### config.mk
export PLATFORM = sky130hd
export DESIGN_NAME = reg_wr_arbiter_flat
export DESIGN_NICKNAME = d
export VERILOG_FILES = /design/src/rtl/reg_wr_arbiter_if.sv /design/src/rtl/reg_wr_arbiter.sv /design/src/flat_wrapper.sv
export SDC_FILE = /design/constraint.sdc
export NUM_CORES = 1
export LEC_CHECK = 0
export CAP_MARGIN = 15
export CORE_ASPECT_RATIO = 1.2
export CORE_MARGIN = 4
export CORE_UTILIZATION = 42
export CTS_BUF_LIST = sky130_fd_sc_hd__clkbuf_4
export CTS_CLUSTER_DIAMETER = 80
export DETAILED_ROUTE_END_ITERATION = 10
export GPL_TIMING_DRIVEN = 0
export HOLD_SLACK_MARGIN = 0.08
export PLACE_DENSITY = 0.92
export SLEW_MARGIN = 20
export SYNTH_ARGS = -nofsm -noshare
export SYNTH_HDL_FRONTEND = slang
export SYNTH_SLANG_ARGS = --single-unit
### constraint.sdc
create_clock -name clk -period 4.35 [get_ports clk]
set_input_delay 0.435 -clock clk [delete_from_list [all_inputs] [get_ports clk]]
set_output_delay 0.435 -clock clk [all_outputs]
set_load 0.02 [all_outputs]
### src/rtl/reg_wr_arbiter_if.sv
// reg_wr_arbiter_if
//   Bundles the requester side and the register-write side of the shared
//   data-register write port arbiter.
//   Signals:
//     req    [NREQ]        per-requester write request
//     lock   [NREQ]        per-requester burst lock (only meaningful with req)
//     wdata  [NREQ*WIDTH]  requester data, requester i at [i*WIDTH +: WIDTH]
//     gnt    [NREQ]        one-hot registered grant
//     owner  [3]           index of granted requester, valid while busy
//     busy                 a grant is active this cycle
//     reg_en               register enable
//     reg_d  [WIDTH]       register D
//   Modports: master = requesters/observer side, slave = arbiter side.
interface reg_wr_arbiter_if #(
   parameter int NREQ  = 4,
   parameter int WIDTH = 8
);
   logic [NREQ-1:0]       req;
   logic [NREQ-1:0]       lock;
   logic [NREQ*WIDTH-1:0] wdata;
   logic [NREQ-1:0]       gnt;
   logic [2:0]            owner;
   logic                  busy;
   logic                  reg_en;
   logic [WIDTH-1:0]      reg_d;

   modport master (
      output req, lock, wdata,
      input  gnt, owner, busy, reg_en, reg_d
   );

   modport slave (
      input  req, lock, wdata,
      output gnt, owner, busy, reg_en, reg_d
   );
endinterface

### src/rtl/reg_wr_arbiter.sv
// reg_wr_arbiter
//   Shares the D/en write port of one data register between NREQ requesters.
//   Round-robin arbitration with a registered one-hot grant; a requester
//   holding req+lock keeps the grant for up to MAXHOLD consecutive cycles.
//   Ports:
//     clk    in   rising-edge clock
//     res_n  in   asynchronous active-low reset
//     bus    slave modport of reg_wr_arbiter_if (req/lock/wdata in,
//            gnt/owner/busy/reg_en/reg_d out)
//   Build option:
//     REGARB_FIXED_PRIO_EN  defined -> fixed priority, lowest index wins;
//                           undefined -> round-robin (default).
module reg_wr_arbiter #(
   parameter int NREQ    = 4,
   parameter int WIDTH   = 8,
   parameter int MAXHOLD = 4
) (
   input logic             clk,
   input logic             res_n,
   reg_wr_arbiter_if.slave bus
);

   localparam int unsigned NREQ_U    = NREQ;
   localparam logic [3:0]  MAXHOLD_C = 4'(MAXHOLD);

   typedef enum logic [1:0] {
      IDLE   = 2'd0,
      GRANT  = 2'd1,
      LOCKED = 2'd2
   } state_e;

   state_e          state_q, state_d;
   logic [NREQ-1:0] gnt_q, gnt_d;
   logic [2:0]      owner_q, owner_d;
   logic [3:0]      hold_q, hold_d;

   logic            win_vld;
   logic [2:0]      win_idx;
   logic            own_req;
   logic            own_lock;
   logic [WIDTH-1:0] reg_d_mux;
   logic            busy;

   // Current owner's request/lock and data slice.
   always_comb begin
      own_req   = 1'b0;
      own_lock  = 1'b0;
      reg_d_mux = bus.wdata[WIDTH-1:0];
      for (int unsigned i = 0; i < NREQ_U; i++) begin
         if (owner_q == 3'(i)) begin
            own_req   = bus.req[i];
            own_lock  = bus.lock[i];
            reg_d_mux = bus.wdata[i*WIDTH +: WIDTH];
         end
      end
   end

`ifdef REGARB_FIXED_PRIO_EN
   // Lowest requesting index wins; no rotation state.
   always_comb begin
      win_vld = 1'b0;
      win_idx = '0;
      for (int unsigned i = 0; i < NREQ_U; i++) begin
         if (!win_vld && bus.req[i]) begin
            win_vld = 1'b1;
            win_idx = 3'(i);
         end
      end
   end
`else
   logic [2:0] ptr_q, ptr_d;

   // Search starts just after the last winner, wrapping modulo NREQ.
   always_comb begin
      int unsigned idx;
      idx     = 0;
      win_vld = 1'b0;
      win_idx = '0;
      for (int unsigned k = 1; k <= NREQ_U; k++) begin
         idx = (32'(ptr_q) + k) % NREQ_U;
         if (!win_vld && bus.req[idx]) begin
            win_vld = 1'b1;
            win_idx = 3'(idx);
         end
      end
   end

   always_ff @(posedge clk or negedge res_n) begin
      if (!res_n) begin
         ptr_q <= 3'(NREQ - 1);
      end else begin
         ptr_q <= ptr_d;
      end
   end
`endif

   // Every exit path (idle, single grant, burst end) shares one arbiter;
   // ptr already equals the owner, so a finished burst gets lowest priority.
   always_comb begin
      logic arb;
      arb     = 1'b0;
      state_d = state_q;
      gnt_d   = gnt_q;
      owner_d = owner_q;
      hold_d  = hold_q;
`ifndef REGARB_FIXED_PRIO_EN
      ptr_d   = ptr_q;
`endif
      case (state_q)
         IDLE: arb = 1'b1;
         GRANT: begin
            if (own_req && own_lock && (MAXHOLD_C > 4'd1)) begin
               state_d = LOCKED;
               hold_d  = hold_q + 4'd1;
            end else begin
               arb = 1'b1;
            end
         end
         LOCKED: begin
            if (own_req && own_lock && (hold_q < MAXHOLD_C)) begin
               hold_d = hold_q + 4'd1;
            end else begin
               arb = 1'b1;
            end
         end
         default: arb = 1'b1;
      endcase

      if (arb) begin
         if (win_vld) begin
            state_d = GRANT;
            owner_d = win_idx;
            hold_d  = 4'd1;
            for (int unsigned i = 0; i < NREQ_U; i++) begin
               gnt_d[i] = (win_idx == 3'(i));
            end
`ifndef REGARB_FIXED_PRIO_EN
            ptr_d = win_idx;
`endif
         end else begin
            state_d = IDLE;
            gnt_d   = '0;
            hold_d  = '0;
         end
      end
   end

   always_ff @(posedge clk or negedge res_n) begin
      if (!res_n) begin
         state_q <= IDLE;
         gnt_q   <= '0;
         owner_q <= '0;
         hold_q  <= '0;
      end else begin
         state_q <= state_d;
         gnt_q   <= gnt_d;
         owner_q <= owner_d;
         hold_q  <= hold_d;
      end
   end

   assign busy       = (state_q != IDLE);
   assign bus.gnt    = gnt_q;
   assign bus.owner  = owner_q;
   assign bus.busy   = busy;
   assign bus.reg_en = busy & own_req;
   assign bus.reg_d  = reg_d_mux;

endmodule

### src/flat_wrapper.sv
// flat-port wrapper written by rule: the top's interface ports become plain ports
module reg_wr_arbiter_flat 
#(
   parameter int NREQ    = 4,
   parameter int WIDTH   = 8,
   parameter int MAXHOLD = 4
)
  (clk, res_n, bus_req, bus_lock, bus_wdata, bus_gnt, bus_owner, bus_busy, bus_reg_en, bus_reg_d);
  reg_wr_arbiter_if #(.NREQ(NREQ), .WIDTH(WIDTH)) bus_i ();
  input logic clk;
  input logic res_n;
  input wire logic [$bits(bus_i.req)-1:0] bus_req;
  input wire logic [$bits(bus_i.lock)-1:0] bus_lock;
  input wire logic [$bits(bus_i.wdata)-1:0] bus_wdata;
  output wire logic [$bits(bus_i.gnt)-1:0] bus_gnt;
  output wire logic [$bits(bus_i.owner)-1:0] bus_owner;
  output wire logic [$bits(bus_i.busy)-1:0] bus_busy;
  output wire logic [$bits(bus_i.reg_en)-1:0] bus_reg_en;
  output wire logic [$bits(bus_i.reg_d)-1:0] bus_reg_d;
  assign bus_i.req = bus_req;
  assign bus_i.lock = bus_lock;
  assign bus_i.wdata = bus_wdata;
  assign bus_gnt = bus_i.gnt;
  assign bus_owner = bus_i.owner;
  assign bus_busy = bus_i.busy;
  assign bus_reg_en = bus_i.reg_en;
  assign bus_reg_d = bus_i.reg_d;
  reg_wr_arbiter #(.NREQ(NREQ), .WIDTH(WIDTH), .MAXHOLD(MAXHOLD)) u_core (.clk(clk), .res_n(res_n), .bus(bus_i));
endmodule
==> metrics.txt <==
Seq cells post-synth 14; Rows 19; Warnings, synthesis 0; Clock Tree Buf Depth 2; Clk pin slew, worst setup/hold paths 80 ps; post_cts resized 0; Post-Synthesis Cell Area 0.00102 mm^2; CP most frequent cell clkdlybuf4s50_1; vias in the first global route 1045; Pre-antenna DRT Iters 4; Period minus WS final 2730 ps; final worst-path cycle share 62.7%; # port buffers 57; GRT Util Overall 20.3%; crit start category input port; ys flop type dfrtp_1; Fin Setup TNS 0 ps; Pwr Density 663 mW/mm^2; CTS Buf Count 3; clock sink count 14; # IOs 59; dominant cell by count in the synthesized netlist dfrtp_1; sequential area share after synthesis 34.4%; Register-to-Register Path Depth 6; diode count 0; syn nets 135; unrepaired setup endpoints after global routing false; Leak 0.679 nW; initial DRC count 24; initial antenna violation count 0; htree depth 1; final hold violations 0; fraction of layout cells with a size suffix above 1 15.3%; async set-reset flop share out of synthesis 100%; wire length per cell 17.9 um; commonest cells in the netlist dfrtp_1, mux4_2, nand2_1; measured slew at the worst slew-check pin 1000 ps; post-synth cell types 36; setup repair bufs after CTS 0; worst setup slack after layout 1620 ps; clk root buf clkbuf_4; pre-CTS setup slack 1620 ps; Die Area 0.00330 mm^2; Yosys top cell by area dfrtp_1; synthesized instance count 89; Overflow after GRT 0; max_slew headroom 32.7%; Post-Route WL 3240 um; maximum vdd drop 464 uV; crit-path cells clkdlybuf4s50_1, mux4_1, and2_1, clkdlybuf4s50_1; Mean Syn Cell Area 11.5 um^2; via/cell ratio 5.54; Synth top area share 29.3%; Initial Util 44.4%; Post-synth EDFFs 0; Worst EP required 3910 ps; filler instances 157; Setup CP Type in2out; P&R area growth vs syn 62.4%; vias 1002; crit-path max FO 5; # DRC 0; main area contributors after synthesis dfrtp_1, mux4_2, mux4_1; Final nets 197; Worst EP arrival 2290 ps; die width 53.1 um; Final setup viols 0; GP Congestion 0.733; first-pass GRT wire length 5050 um; Worst Skew 2.56 ps; largest net degree at the start of global routing 15; hold_buf cts 0; Antenna Nets Post-Route 0; core area 0.00231 mm^2; Worst setup EP type output pin; CTS tree yes; die height 62.1 um; slowest cell delay on critical path 630 ps; final slew viol count 0; Clk Latency, worst-skew pair 280 ps; max-cap check violation count 0; fmax 366 MHz; status completed; Hold WC Path Type reg2reg; Worst path slowest cell mux4_1; hold depth 2; DP Wirelength 2670 um
critical path: cells and delay by family:
kind / cells / cell delay [ps]
muxes: 1 / 630
buffers and inverters: 2 / 1030
and+or+nand+nor: 1 / 200
cell type report:
type | instances | area (um^2) | share of cell area [%]
timing repair buffer | 57 | 571 | 34.3
inverter | 5 | 18.8 | 1.13
sequential | 14 | 353 | 21.2
clock buffer | 4 | 30.0 | 1.80
tap | 31 | 38.8 | 2.33
buffer | 4 | 28.8 | 1.73
multi-input combinational | 66 | 624 | 37.5
sequential cells by signal, indices dropped and copies added, names as in the netlist:
signal / flops
u_core.hold_q: 4
u_core.bus.gnt: 4
u_core.state_q: 2
u_core.bus.owner: 2
u_core.ptr_q: 2
layer usage:
layer  vias to the layer above  wire, um  share of wire [%]  GRT usage (%)
met2                        57      1580                 49           36.3
met3                         5       348                 11           5.02
li1                        463         -                  -              -
met5                         -         0                  0              0
met4                         0        34                1.1           6.71
met1                       477      1280                 39           22.5
worst paths after layout:
check,startpoint,end,slack (ps)
setup / recovery,bus_req[1],bus_reg_en,1620
hold / removal,u_core.bus.gnt[3]$_DFFE_PN0P_,u_core.bus.gnt[3]$_DFFE_PN0P_,490
setup reg to reg,u_core.bus.owner[0]$_DFFE_PN0P_,u_core.bus.owner[1]$_DFFE_PN0P_,2250
hold reg to reg,u_core.bus.gnt[3]$_DFFE_PN0P_,u_core.bus.gnt[3]$_DFFE_PN0P_,490
max in group asynchronous,res_n,u_core.bus.gnt[2]$_DFFE_PN0P_,3400
min in group asynchronous,res_n,u_core.bus.gnt[1]$_DFFE_PN0P_,540
cell families after synthesis:
logic type / after synthesis / synth area share, %
simple gates: 29 / 15.0
compound gates: 16 / 11.2
mux: 14 / 27.7
flops: 14 / 34.4
buf+inv: 9 / 4.64
fa+ha+maj: 4 / 4.88
xor+xnor: 2 / 1.71
other cells: 1 / 0.366
per-stage QoR:
| stage | utilization, % | std cells | cell area, um^2 | power [mW] | hold WS, ps |
|---|---|---|---|---|---|
| after floorplan | - | 89 | 1020 | 0.746 | 139 |
| after global placement | 70.9 | 177 | 1630 | 0.988 | 449 |
| after detailed placement | 70.9 | 177 | 1630 | 1.02 | 473 |
| after CTS | 72.2 | 181 | 1660 | 1.11 | 496 |
| after global routing | 72.2 | 181 | 1660 | 1.18 | 526 |
| final | 72.2 | 181 | 1660 | 1.10 | 493 |
layout by cell type (no fill, tap or decap), drive strengths merged, types with 2 or more instances in the layout:
master / instances
inv: 5
nor2b: 2
a21oi: 3
xor2: 2
o21a: 3
nand2: 6
o21ai: 4
mux4: 10
clkdlybuf4s50: 57
or2: 2
mux2: 3
nor2: 6
dfrtp: 12
nand2b: 5
nand4: 2
nand3: 2
ha: 4
a21boi: 2
buf: 4
clkbuf: 4
dfstp: 2
power by group:
part | internal, mW | total (mW) | switching (mW)
registers | 0.195 | 0.241 | 0.0459
logic | 0.398 | 0.780 | 0.381
clock network | 0.0419 | 0.0834 | 0.0415
No activity file was read; power rests on OpenSTA's default activity.
